## config.mk

```make
export PLATFORM = sky130hd
export DESIGN_NAME = poly_codec_conditioner
export DESIGN_NICKNAME = d
export VERILOG_FILES = /design/src/rtl/player_pkg.sv /design/src/rtl/sat_shift.sv /design/src/rtl/poly_codec_conditioner.sv
export SDC_FILE = /design/constraint.sdc
export NUM_CORES = 1
export LEC_CHECK = 0
export CAP_MARGIN = 20
export CORE_ASPECT_RATIO = 1.4
export CORE_MARGIN = 8
export CORE_UTILIZATION = 43
export CTS_CLUSTER_DIAMETER = 120
export DETAILED_ROUTE_END_ITERATION = 10
export PLACE_DENSITY = 0.7
export SLEW_MARGIN = 20
export SYNTH_ARGS = -nofsm -noshare
export SYNTH_HDL_FRONTEND = slang
export SYNTH_SLANG_ARGS = --single-unit
```

## constraint.sdc

```tcl
create_clock -name clk -period 11.7 [get_ports clk]
set_clock_uncertainty 0.1 [all_clocks]
set_input_delay 1.755 -clock clk [delete_from_list [all_inputs] [get_ports clk]]
set_output_delay 1.755 -clock clk [all_outputs]
set_load 0.005 [all_outputs]
```

## src/rtl/player_pkg.sv

```systemverilog
`default_nettype none
// ============================================================================
// Module   : player_pkg
// Purpose  : State encoding and shared constants for the voice mixers.
// Revision : 1.0
// ============================================================================
package player_pkg;

  typedef enum logic [1:0] {
    IDLE    = 2'd0,
    COLLECT = 2'd1,
    MIX     = 2'd2,
    DONE    = 2'd3
  } state_t;

  localparam int c_default_sample_width = 16;
  // Headroom for summing up to eight full-scale voices.
  localparam int c_acc_guard_bits = 3;

endpackage
`default_nettype wire

```

## src/rtl/sat_shift.sv

```systemverilog
`default_nettype none
// ============================================================================
// Module   : sat_shift
// Purpose  : Arithmetic right shift followed by saturation to a narrower
//            signed width.
// Revision : 1.0
// ============================================================================
module sat_shift #(
  parameter int IN_WIDTH  = 19,
  parameter int OUT_WIDTH = 16,
  parameter int SHIFT     = 2
) (
  input  logic signed [IN_WIDTH-1:0]  i_value,
  output logic signed [OUT_WIDTH-1:0] o_value
);

  localparam logic signed [IN_WIDTH-1:0] c_max =
    {{(IN_WIDTH-OUT_WIDTH+1){1'b0}}, {(OUT_WIDTH-1){1'b1}}};
  localparam logic signed [IN_WIDTH-1:0] c_min =
    {{(IN_WIDTH-OUT_WIDTH+1){1'b1}}, {(OUT_WIDTH-1){1'b0}}};

  logic signed [IN_WIDTH-1:0] w_shifted;

  assign w_shifted = i_value >>> SHIFT;

  always_comb begin
    o_value = w_shifted[OUT_WIDTH-1:0];
    if (w_shifted > c_max) begin
      o_value = c_max[OUT_WIDTH-1:0];
    end else if (w_shifted < c_min) begin
      o_value = c_min[OUT_WIDTH-1:0];
    end
  end

endmodule
`default_nettype wire

```

## src/rtl/poly_codec_conditioner.sv

```systemverilog
`default_nettype none
// ============================================================================
// Module   : poly_codec_conditioner
// Purpose  : Collects one sample per frame from each voice, mixes the enabled
//            voices with gain shift and saturation, and presents it on ticks.
// Revision : 1.0
// ============================================================================
module poly_codec_conditioner
  import player_pkg::*;
#(
  parameter int NUM_VOICES     = 4,
  parameter int SAMPLE_WIDTH   = c_default_sample_width,
  parameter int GAIN_SHIFT     = 2,
  parameter int UNDERRUN_WIDTH = 8
) (
  input  logic                               clk,
  input  logic                               reset,
  input  logic                               new_frame,
  input  logic [NUM_VOICES-1:0]              voice_enable,
  input  logic [NUM_VOICES*SAMPLE_WIDTH-1:0] voice_sample,
  input  logic [NUM_VOICES-1:0]              voice_ready,
  output logic                               generate_next_sample,
  output logic [SAMPLE_WIDTH-1:0]            valid_sample,
  output logic                               underrun,
  output logic [UNDERRUN_WIDTH-1:0]          underrun_count
);

  localparam int c_acc_width = SAMPLE_WIDTH + c_acc_guard_bits;
  localparam int c_idx_width = (NUM_VOICES > 1) ? $clog2(NUM_VOICES) : 1;
  localparam logic [c_idx_width-1:0] c_last_idx = c_idx_width'(NUM_VOICES - 1);

  state_t                         r_state, w_state_next;
  logic                           r_nf_q;
  logic                           w_tick;
  logic                           w_all_in;
  logic                           w_mixing;
  logic [NUM_VOICES-1:0]          r_enable;
  logic [NUM_VOICES-1:0]          w_got;
  logic signed [SAMPLE_WIDTH-1:0] w_sample [NUM_VOICES];
  logic signed [c_acc_width-1:0]  r_acc, w_addend, w_acc_sum;
  logic [c_idx_width-1:0]         r_idx;
  logic signed [SAMPLE_WIDTH-1:0] r_staged, r_valid, w_mix_sat;
  logic                           r_gen, r_underrun;
  logic [UNDERRUN_WIDTH-1:0]      r_count;

  assign w_tick   = new_frame & ~r_nf_q;
  assign w_all_in = &(w_got | ~r_enable);
  assign w_mixing = (r_state == COLLECT) || (r_state == MIX);

  // A ready strobe beats the tick clear so it lands in the new round.
  for (genvar gi = 0; gi < NUM_VOICES; gi++) begin : g_voice
    logic signed [SAMPLE_WIDTH-1:0] r_smp;
    logic                           r_got;

    always_ff @(posedge clk or negedge reset) begin
      if (!reset) begin
        r_smp <= '0;
        r_got <= 1'b0;
      end else if (voice_ready[gi]) begin
        r_smp <= voice_sample[gi*SAMPLE_WIDTH +: SAMPLE_WIDTH];
        r_got <= 1'b1;
      end else if (w_tick) begin
        r_got <= 1'b0;
      end
    end

    assign w_sample[gi] = r_smp;
    assign w_got[gi]    = r_got;
  end

  always_comb begin
    w_addend = '0;
    if (r_enable[r_idx]) begin
      w_addend = c_acc_width'(w_sample[r_idx]);
    end
  end

  assign w_acc_sum = r_acc + w_addend;

  sat_shift #(
    .IN_WIDTH  (c_acc_width),
    .OUT_WIDTH (SAMPLE_WIDTH),
    .SHIFT     (GAIN_SHIFT)
  ) u_sat_shift (
    .i_value (w_acc_sum),
    .o_value (w_mix_sat)
  );

  always_ff @(posedge clk or negedge reset) begin
    if (!reset) begin
      r_state <= IDLE;
    end else begin
      r_state <= w_state_next;
    end
  end

  always_comb begin
    w_state_next = r_state;
    if (w_tick) begin
      w_state_next = COLLECT;
    end else begin
      case (r_state)
        COLLECT: if (w_all_in) w_state_next = MIX;
        MIX:     if (r_idx == c_last_idx) w_state_next = DONE;
        default: w_state_next = r_state;
      endcase
    end
  end

  always_ff @(posedge clk or negedge reset) begin
    if (!reset) begin
      r_nf_q     <= 1'b1;
      r_enable   <= '0;
      r_gen      <= 1'b0;
      r_underrun <= 1'b0;
      r_count    <= '0;
      r_valid    <= '0;
      r_staged   <= '0;
      r_acc      <= '0;
      r_idx      <= '0;
    end else begin
      r_nf_q     <= new_frame;
      r_gen      <= w_tick;
      r_underrun <= w_tick & w_mixing;
      if (w_tick) begin
        r_enable <= voice_enable;
        if (r_state == DONE) begin
          r_valid <= r_staged;
        end
        if (w_mixing && (r_count != '1)) begin
          r_count <= r_count + 1'b1;
        end
      end else begin
        case (r_state)
          COLLECT: begin
            if (w_all_in) begin
              r_acc <= '0;
              r_idx <= '0;
            end
          end
          MIX: begin
            r_acc <= w_acc_sum;
            r_idx <= r_idx + 1'b1;
            if (r_idx == c_last_idx) begin
              r_staged <= w_mix_sat;
            end
          end
          default: begin
          end
        endcase
      end
    end
  end

  assign generate_next_sample = r_gen;
  assign valid_sample         = r_valid;
  assign underrun             = r_underrun;
  assign underrun_count       = r_count;

endmodule
`default_nettype wire

```

; ---- Word level (Yosys, flattened, before mapping)
; Index checks and enable logic that the tools add are counted.
[word_totals]
out_inout_bits = 26
input_bits = 75
regBits = 138
[classes]
n_addsub = 3
bitwise = 7
eq_ne = 8
n_reduce_logical = 14
magnitude_cmp = 4
muxes = 21
[op_table]
columns = cell, n
row1 = 16-bit 2-to-1 mux, 4
row2 = 19-bit 2-to-1 mux, 2
row3 = 19-bit one-hot mux with 2 select lines, 1
row4 = 16-bit binary-select mux with 2-bit select, 1
row5 = 19-bit adder, 1
row6 = 17-bit by 16-bit greater-than comparator with 1-bit output (second input constant), 1
row7 = 17-bit by 16-bit less-than comparator with 1-bit output (second input constant), 1
row8 = 2-bit nonzero test, 5
row9 = 3-bit AND reduction, 3
row10 = 8-bit by 1-bit adder with 8-bit output (second input constant), 1
row11 = 2-bit 2-to-1 mux, 4
row12 = 8-bit != test (second input constant), 1
row13 = 2-bit one-hot mux with 2 select lines, 2
row14 = 2-bit equality test (second input constant), 3
row15 = 1-bit 2-to-1 mux, 6
row16 = 4-bit NOT, 1
row17 = 4-bit bitwise OR, 1
row18 = 2-bit AND reduction, 2
row19 = 4-bit AND reduction, 1
row20 = 3-bit greater-or-equal comparator (second input constant), 1
row21 = 2-bit by 3-bit less-than comparator with 1-bit output (second input constant), 1
row22 = 3-bit by 2-bit != test with 1-bit output (second input constant), 1
row23 = 3-bit != test (second input constant), 1
row24 = 2-bit NOT with 3-bit output, 1
row25 = 9 further kinds, 11

; ---- Longest topological paths before layout
; Gate-level depths: netlist of the first run.
[logic_depth]
depth_word = 9
mapped_depth = 15

; ---- Modules after synthesis
; A second synthesis of the first run with hierarchy kept.
[hier_totals]
hier_cells = 579
area_unflattened_um2 = 7021.7
[by_module_without_submodules]
columns = module, area_each_um2, instances, cells_per_inst
row1 = poly_codec_conditioner, 6761.5, 1, 529
row2 = sat_shift, 260.2, 1, 50

; ---- Worst setup path after synthesis of the first run
; Ideal clock, no wire load.
[synth_timing]
path_kind = flip-flop to flip-flop
start = register r_idx[0]
end = register r_staged[2]
required_time_ps = 11476
setup_time_ps = 124
path_buffers = 2
stages_incl_launch_ff = 15
t_arrival_ps = 3538
period_less_slack_ps = 3762
setup_slack_ps = 7938
path_cell_list = dfrtp_1 > buf_6 > buf_1 > mux4_2 > nor2b_1 > ha_1 > inv_1 > fa_1 > nor2b_1 > o2111ai_1 > a21boi_1 > o311a_1 > or3_4 > a22oi_1 > o21ai_1
[synth_between]
elab_chain_cells = 9
elab_cells_between_ends = 14
[synth_rtl]
columns = item, line
row1 = from (decl), poly_codec_conditioner.sv:41  ; logic [c_idx_width-1:0] r_idx;
row2 = from (signal assigned), poly_codec_conditioner.sv:143  ; r_idx <= r_idx + 1'b1;
row3 = 2-bit NOT with 3-bit output (implied by the code), poly_codec_conditioner.sv:74  ; w_addend = c_acc_width'(w_sample[r_idx]);
row4 = 16-bit binary-select mux with 2-bit select, poly_codec_conditioner.sv:74
row5 = 16-bit 2-to-1 mux (implied by the code) (2 in a row), poly_codec_conditioner.sv:74
row6 = 19-bit 2-to-1 mux, poly_codec_conditioner.sv:73  ; if (r_enable[r_idx]) begin
row7 = 19-bit adder, poly_codec_conditioner.sv:78  ; assign w_acc_sum = r_acc + w_addend;
row8 = 17-bit by 16-bit less-than comparator with 1-bit output, sat_shift.sv:30  ; end else if (w_shifted < c_min) begin
row9 = 16-bit 2-to-1 mux, sat_shift.sv:30
row10 = 16-bit 2-to-1 mux, sat_shift.sv:28  ; if (w_shifted > c_max) begin
row11 = to (signal assigned), poly_codec_conditioner.sv:145  ; r_staged <= w_mix_sat;
row12 = to (decl), poly_codec_conditioner.sv:42  ; logic signed [SAMPLE_WIDTH-1:0] r_staged, r_valid, w_mix_sat;
; Parallel ways exist; a longest one is shown, timed or not. The select of a mux whose other input is x is not followed.
; A chain may end at the register's enable or synchronous reset.

; ---- Worst setup path in the final report of the first run
[layout_timing]
start = register r_idx[1]
end = register r_staged[3]
; The elaborated chain is that of the path after synthesis.

==> results of run 1 <==
[worst max-delay path, delay by kind of cell (launching register included)]
kind                       cells  cell delay (ns)
AOI/OAI and AO/OA              5             1.78
adders and majority gates      2             0.60
buffers and inverters          1             0.06
DFF                            1             0.92
muxes                          1             0.58
and+or+nand+nor                3             0.55
[flip-flops by register name, summed over array words and instances, names as in the netlist]
name / cells
r_nf_q: 1
r_state: 2
g_voice.r_smp: 64
underrun_count: 8
r_idx: 2
generate_next_sample: 1
r_acc: 19
r_staged: 16
r_enable: 4
valid_sample: 16
underrun: 1
g_voice.r_got: 4
[layer usage]
| layer | routed length, um | share of wire | up-vias | GRT usage |
|---|---|---|---|---|
| li1 | - | - | 2293 | - |
| met1 | 6572 | 0.42 | 2412 | 0.1940 |
| met2 | 8408 | 0.53 | 115 | 0.2740 |
| met3 | 597 | 0.038 | 13 | 0.02437 |
| met4 | 216 | 0.014 | 0 | 0.05623 |
| met5 | 0 | 0 | - | 0 |
[metrics by stage]
stage	total power, W	utilization	hold WS [ns]	cell area, um2
2_1_floorplan	0.001136	-	0.3450	7003
3_3_place_gp	0.001304	0.5060	0.3605	8114
3_5_place_dp	0.001329	0.5060	0.3711	8114
4_1_cts	0.001907	0.5458	0.3840	8752
5_1_grt	0.002019	0.5470	0.3930	8771
6_report	0.001904	0.5470	0.3756	8771
[report_power, final]
group          switching (W)  internal (W)
clock               0.000201      0.000373
sequential         0.0000763      0.000574
combinational       0.000376      0.000302
total               0.000654       0.00125
[layout by cell type, fill, tap and decap left out, drive strengths merged, types with 14 or more instances in the layout]
cell           count
mux2              82
nor2              24
nand2             43
xnor2             15
nor2b             17
dfrtp            137
inv               14
mux4              16
clkdlybuf4s50     99
nand3             25
clkbuf            21
a22o              15
ha                23
o21ai             18
[cell families after synthesis]
kind of cell	Yosys count
buf+inv	46
fa+ha+maj	24
compound gates	104
mux	100
flops	138
xor+xnor	23
simple gates	135
[area by class of cell]
class	count	area, um2
fill	1407	7263
sequential	138	3455
multi-input combinational	386	3344
timing repair buffer	103	1028
tap	199	249.0
clock inverter	11	167.7
clock buffer	21	470.5
inverter	15	56.30
[worst max-delay path by stage]
stage / startpoint / endpoint / slack [ns] / depth (start not counted)
detailed placement: new_frame / r_idx[0] / 6.97 / 7
CTS: r_idx[1] / r_staged[3] / 7.00 / 12
global route: r_idx[1] / r_staged[3] / 6.72 / 12
global placement: new_frame / r_idx[0] / 7.10 / 7
floorplan: r_idx[0] / r_staged[2] / 7.94 / 14
finish: r_idx[1] / r_staged[3] / 7.03 / 12
==> reports/qor.yml, run 1 <==
worstReg2RegEnd: "r_staged[3]"
grtUsageTotal: 0.1589
muxShareOfSynthArea: 0.1872
core_area_um2: 16030
nNetsFinal: 760
final-hold-violation-count: 0
rsz0062_at_grt: "no"
maxCapViolations: 0
place_congestion: 0.8676
start_util: 0.4368
synth_top_family_by_area: "multiplexers"
ctsResizeCount: 0
die_area_um2: 20680
ff2ff_path_depth: 12
rrSetupSlack_ns: 7.03
root_buffer: "clkbuf_16"
cp_common_cell: "nor2b_1"
tightestPinTransition_ns: 0.9051
cp-end-kind: "flop"
synth_compound_area_frac: 0.1197
cp_max_fo: 21
period_minus_slack_ns: 4.665
startpoint_type: "flop"
grt_max_degree: 87
dr.pass1.iters: 4
ys_top_cells_by_count: "137 x dfrtp_1, 82 x mux2_2, 43 x nand2_1"
io_buffer_count: 100
dp_cells: 840
synth_area_leader_cell: "dfrtp_1"
syn_inst: 570
status: "completed"
yosysMostFrequentCell: "dfrtp_1"
drtAntennaViolNets: 0
yosys_warnings: 0
hold_start: "r_staged[3]"
async_reset_ff_frac: 1.000
num_antenna_cells: 0
synthTopCellsByArea: "dfrtp_1 49%, mux2_2 13%, mux4_2 4.5%"
cts_setup_buffers: 0
ys_seq_area_frac: 0.4933
critPathMaxStageDelay_ns: 0.92
syn_avg_cell_area_um2: 12.29
timing.rr.start: "r_idx[1]"
ir_drop_uv: 103.3
die_h_um: 167.0
synth_fa_ha_area_frac: 0.04395
final_cells: 873
fin_crit_sh: 0.3987
synth-simple-area-share: 0.09541
drive_gt1_frac: 0.2255
drtIter0Drc: 268
p_leak_nw: 3.838
htreeDepth: 4
routed_wl_um: 15790
grt_pass1_vias: 5148
synth.distinct_cells: 66
viasPerCell: 5.536
clkSinkCount: 138
hp-class: "reg -> reg"
vias: 4833
synth-xor-area-share: 0.02984
place_ws_ns: 6.972
min_path_cells: 2
antenna_found_initial: 0
synth_area_um2: 7003
holdPathEnd: "r_staged[3]"
synth_edf_count: 0
cp.arrival_ns: 4.91
io_pins: 101
cts_buffers: 17
ys_seq_elements: 138
cp.required_ns: 11.94
overflow: 0
synth-main-ff-cell: "dfrtp_1"
final.setup.worst_slack_ns: 7.035
area_growth_pct: 25.25
critPathSlowestCell: "dfrtp_1"
slew_violations: 0
hold_buffers: 0
critPathKind: "reg -> reg"
power_density_nw_per_um2: 217.1
clock_latency_ns: 0.41
grt_pass1_wl_um: 26210
rows: 55
wl_per_cell_um: 18.09
path_cells: "mux4_2 > nor2b_1 > ha_1 > inv_1 > fa_1 > nor2b_1 > o2111ai_1 > a21boi_1 > o311ai_1 > a21oi_2 > o221ai_1 > nand3_1"
dp_hpwl_um: 11920
drcViolationCount: 0
tritoncts: "built"
fmax_mhz: 214.4
setup_viol: 0
clk_path_buf_depth: 2
die_w_um: 123.9
clkSlewWorstSetupHoldPaths_ns: 0.06
syn_nets: 669
maxSlewHeadroom: 0.3947
yosysTopAreaCellShare: 0.4895
fin_tns_setup_ns: 0
(Power assumes the default switching activity.)
==> inputs of run 2 (changes only) <==
Settings changed: PLACE_DENSITY 0.7 to 0.73.
Clock period 11.7 ns to 4.1 ns, I/O delays scaled along.
==> reports/qor.yml, run 2 (same netlist as run 1, synthesis figures left out) <==
power.total_w: 0.005394  # +180%
io_pins: 101  # unchanged
p_leak_nw: 3.851  # +0.32%
rsz0062_at_grt: "no"
largest-register: "g_voice.r_smp"
p_comb_frac: 0.379  # +0.023
tritoncts: "built"
critPathMaxStageDelay_ns: 0.54  # -0.38 ns
ir_drop_uv: 311.9  # +200%
p_int_w: 0.003453  # +180%
cp.required_ns: 4.27  # -7.67 ns
nNetsFinal: 768  # +1.1%
fin_tns_setup_ns: 0  # unchanged
clkSlewWorstSetupHoldPaths_ns: 0.06  # about the same
cp.arrival_ns: 3.96  # -0.95 ns
multi_input_area_um2: 3337  # -0.22%
path_cells: "buf_4 > mux4_2 > nor2b_1 > ha_1 > inv_1 > fa_1 > nor2b_1 > o2111ai_1 > a21boi_1 > o311ai_1 > a21oi_2 > buf_4 > o311ai_1 > nand3_1"
fin_crit_sh: 0.9244  # +0.5257
drive_gt1_frac: 0.2346  # +0.009085
worstReg2RegEnd: "r_staged[14]"
maxSlewHeadroom: 0.3648  # -0.02990
startpoint: "r_idx[0]"
viasPerCell: 5.538  # about the same
largest_register_ffs: 64  # unchanged
critPathKind: "reg -> reg"
drcViolationCount: 0  # unchanged
place_congestion: 0.8751  # +0.86%
core_area_um2: 16030  # unchanged
status: "completed"
fmax_mhz: 263.8  # +23%
grt_pass1_wl_um: 27250  # +4.0%
maxCapViolations: 0  # unchanged
final_cell_mix: "137 x dfrtp_1, 99 x clkdlybuf4s50_1, 82 x mux2_2"
clk_path_buf_depth: 2  # unchanged
die_area_um2: 20680  # unchanged
grt_max_degree: 87  # unchanged
slew_violations: 0  # unchanged
routed_wl_um: 16250  # +2.9%
wl_per_cell_um: 18.44  # +1.9%
tightestPinTransition_ns: 0.9499  # +0.04471 ns
p_sw_frac: 0.3599  # +0.01662
startpoint_type: "flop"
cp-end-kind: "flop"
vias: 4879  # +0.95%
seq_area_um2: 3455  # unchanged
root_buffer: "clkbuf_16"
antenna_found_initial: 0  # unchanged
drtAntennaViolNets: 0  # unchanged
overflow: 0  # unchanged
num_antenna_cells: 0  # unchanged
cts_buffers: 17  # unchanged
period_minus_slack_ns: 3.790  # -0.8748 ns
ctsResizeCount: 0  # unchanged
clock_latency_ns: 0.41  # about the same
die_h_um: 167.0  # unchanged
drtIter0Drc: 255  # -4.9%
start_util: 0.4368  # unchanged
grt_pass1_vias: 5382  # +4.5%
pwr-share-seq: 0.338  # -0.004
cp_max_fo: 14  # -33%
ff2ff_path_depth: 14  # +2
setup_viol: 0  # unchanged
final-hold-violation-count: 0  # unchanged
hold_buffers: 0  # unchanged
fin_util: 0.5479  # +0.0008590
num-fill-cells: 1373  # -2.4%
die_w_um: 123.9  # unchanged
power_frac_clock: 0.283  # -0.019
critPathSlowestCell: "mux4_2"
rrSetupSlack_ns: 0.31  # -6.73 ns
dp_hpwl_um: 12200  # +2.4%
clkSinkCount: 138  # unchanged
htreeDepth: 4  # unchanged
power_density_nw_per_um2: 614.0  # +180%
reg_top3: "g_voice.r_smp (64), r_acc (19)"
cts_setup_buffers: 0  # unchanged
io_buffer_count: 100  # unchanged
timing.rr.start: "r_idx[0]"
final_common_cell: "dfrtp_1"
hp-class: "in -> async"
area_growth_pct: 25.44
grtUsageTotal: 0.1664  # +0.007466
dr.pass1.iters: 4  # unchanged
switching_power_w: 0.001941  # +200%
rows: 55  # unchanged
crit_end: "r_staged[14]"
-- run 2: worst min path at each step --
stage,from,to,depth (start not counted)
after global routing,reset,g_voice[3].r_smp[3],1
after floorplan,reset,g_voice[0].r_got,0
after global placement,g_voice[0].r_got,g_voice[0].r_got,1
after CTS,reset,g_voice[3].r_smp[3],1
final,reset,g_voice[3].r_smp[3],1
after detailed placement,r_staged[1],r_staged[1],2
-- run 2: critical path: cells and delay by family (launching register included) --
| kind | cells | cell delay (ns) |
|---|---|---|
| simple gates | 3 | 0.36 |
| mux | 1 | 0.54 |
| buf+inv | 3 | 0.57 |
| flops | 1 | 0.39 |
| compound gates | 5 | 1.27 |
| fa+ha+maj | 2 | 0.41 |
-- run 2: per-layer routing --
layer | track usage | vias up | part of all wire
met2 | 0.2878 | 93 | 0.54
li1 | - | 2305 | -
met4 | 0.06936 | 0 | 0.013
met3 | 0.02809 | 10 | 0.034
met5 | 0 | - | 0
met1 | 0.1964 | 2471 | 0.42
-- run 2: through the flow --
step	setup slack [ns]	instance area (um2)	std cells	hold WS, ns
after detailed placement	0.4028	8194	849	0.3630
after global routing	0.09892	8785	881	0.2020
after floorplan	0.3378	7003	570	0.2194
final	0.3098	8785	881	0.1491
after global placement	0.5039	8194	849	0.3605
after CTS	0.2854	8785	881	0.1892
-- run 2: layout make-up --
cell class,instances,area share
Multi-Input combinational cell,386,0.3799
Sequential cell,138,0.3932
Timing Repair Buffer,111,0.1249
Clock inverter,15,0.01880
Clock buffer,17,0.04843
Inverter,15,0.006409
Tap cell,199,0.02834
-- run 2: power groups by stage --
stage | registers, W | clock network, W | logic (W)
floorplan | 0.00180 | 0 | 0.00144
global placement | 0.00183 | 0 | 0.00197
detailed placement | 0.00185 | 0 | 0.00203
CTS | 0.00183 | 0.00156 | 0.00205
global route | 0.00186 | 0.00162 | 0.00223
finish | 0.00182 | 0.00153 | 0.00205
==> edit, RTL diff (config.mk and constraints of run 2) <==
`NUM_VOICES`: 4 -> 2.
--- a/src/rtl/poly_codec_conditioner.sv
+++ b/src/rtl/poly_codec_conditioner.sv
@@ -10,3 +10,3 @@
 #(
-  parameter int NUM_VOICES     = 4,
+  parameter int NUM_VOICES     = 2,
   parameter int SAMPLE_WIDTH   = c_default_sample_width,
Interface: changed (resized voice_enable, voice_ready and voice_sample); port bits go from 101 to 65. No check against the original RTL was run, so the function may have changed too.
==> edit against run 2 <==
Worst setup slack improved by 0.010 ns. Power decreased by 26%. Wire length decreased by 35%. Synthesized area decreased by 27%. Final area decreased by 29%. Sequential cell count decreased by 37. Global-route usage decreased by 2.2 points. Worst hold slack improved by 0.047 ns. Synthesized cell count decreased by 19%. Utilization decreased by 1.9 points. First-iteration DRC count decreased by 39%. Critical path type unchanged. Critical endpoint is now r_staged[6]$_DFFE_PN0P_.
==> edit: results (changes against run 2) <==
- Seq area share: 40.8% (+1.5 points)
- Register area share after synthesis: 49.3% (about the same)
- Non-clk buf share: 11.3% (-1.2 points)
- Largest net degree at the start of global routing: 80 (-8.0%)
- CP max FO: 15 (+1)
- Final hold vios: 0 (unchanged)
- Gr usage total: 14.4% (-2.2 points)
- Number of port buffers: 64 (-36%)
- Clock Sinks: 101 (-27%)
- Core ar.: 11,700 um2 (-27%)
- Worst Setup Slack post-DPL: 0.0734 ns (-0.329 ns)
- RD Place Congestion: 0.853 (-2.5%)
- P_leak: 2.71 nW (-30%)
- Fraction of area in multi-input gates: 40.0% (+2.0 points)
- CP max stage cell: dfrtp_1
- Comb_multi_in: 331 (-14%)
- Mux contribution to synthesized area: 15.0% (-3.7 points)
- R2R depth: 12 (-2)
- Layout cells sized above 1: 18.7% (-4.8 points)
- Clock buf count: 11 (-6)
- Clock-cell share: 4.18% (-2.5 points)
- First-pass GRT wire length: 18,400 um (-33%)
- Worst Max-Slew Pin Slew: 0.811 ns (-0.139 ns)
- Logic inverters: 11 (-4)
- Synth Area in XOR/XNOR: 4.39% (+1.4 points)
- Iter 0 DRT Violations: 156 (-39%)
- Synth top area cells: dfrtp_1 49%, mux2_2 12%, ha_1 5.4%, nand2_1 3.9%, o21ai_0 3.3%
- Top Layer Used: met4
- Htree depth: 3 (-1)
- Comb. pwr: 1.74 mW (-15%)
- DRT Wirelength: 10,500 um (-35%)
- Adder-cell area share of the yosys netlist: 8.74% (+4.3 points)
- VDD IR-drop max: 0.249 mV (-20%)
- Synth cell types: 53 (-20%)
- Compound-Gate Fraction of Synth Area: 10.8% (-1.2 points)
- Placed Cells: 662 (-22%)
- Clock power frac: 19.0% (-9.3 points)
- Status: finished clean
- Area grow syn2layout: 20.8%
- Met2 WL post-DR: 5250 um (-40%)
- Vias per cell: 5.28 (-4.7%)
- Fillers: 1,059 (-23%)
- Fin cells: 677 (-23%)
- Number of global-route vias before repair: 3,820 (-29%)
- Critical Setup Path Class: reg -> reg
- Largest regs: g_voice.r_smp (32), r_acc (19)
- Placed standard-cell area: 5920 um2 (-28%)
- Number of buffers created by CTS: 9 (-8)
- Internal Power: 2.54 mW (-26%)
- Post-Route M1 WL: 4570 um (-32%)
- Syn_nets: 524 (-22%)
- Critical path's top delay family: adder cells
[edit: logic make-up after synthesis]
group	Yosys count
and+or+nand+nor	109
DFF	101
AOI/OAI and AO/OA	91
muxes	70
adders and majority gates	37
buffers and inverters	30
xor gates and xnor gates	24
[edit: final timing paths]
| check | endpoint | slack (ns) |
|---|---|---|
| worst max-delay path | r_staged[6]$_DFFE_PN0P_ | 0.32 |
| worst min-delay path | underrun_count[1]$_DFFE_PN0P_ | 0.20 |
| worst max register to register | r_staged[6]$_DFFE_PN0P_ | 0.32 |
| worst min register to register | r_staged[0]$_DFFE_PN0P_ | 0.38 |
| max in group asynchronous | g_voice[1].r_smp[14]$_DFFE_PN0P_ | 2.91 |
| min in group clk | r_staged[0]$_DFFE_PN0P_ | 0.38 |
[edit: metal layers]
metal  vias to the layer above  GRT usage (%)
li1                       1744              -
met1                      1734           17.6
met2                        76           23.5
met3                        19           1.99
met4                         0           8.04
met5                         -              0
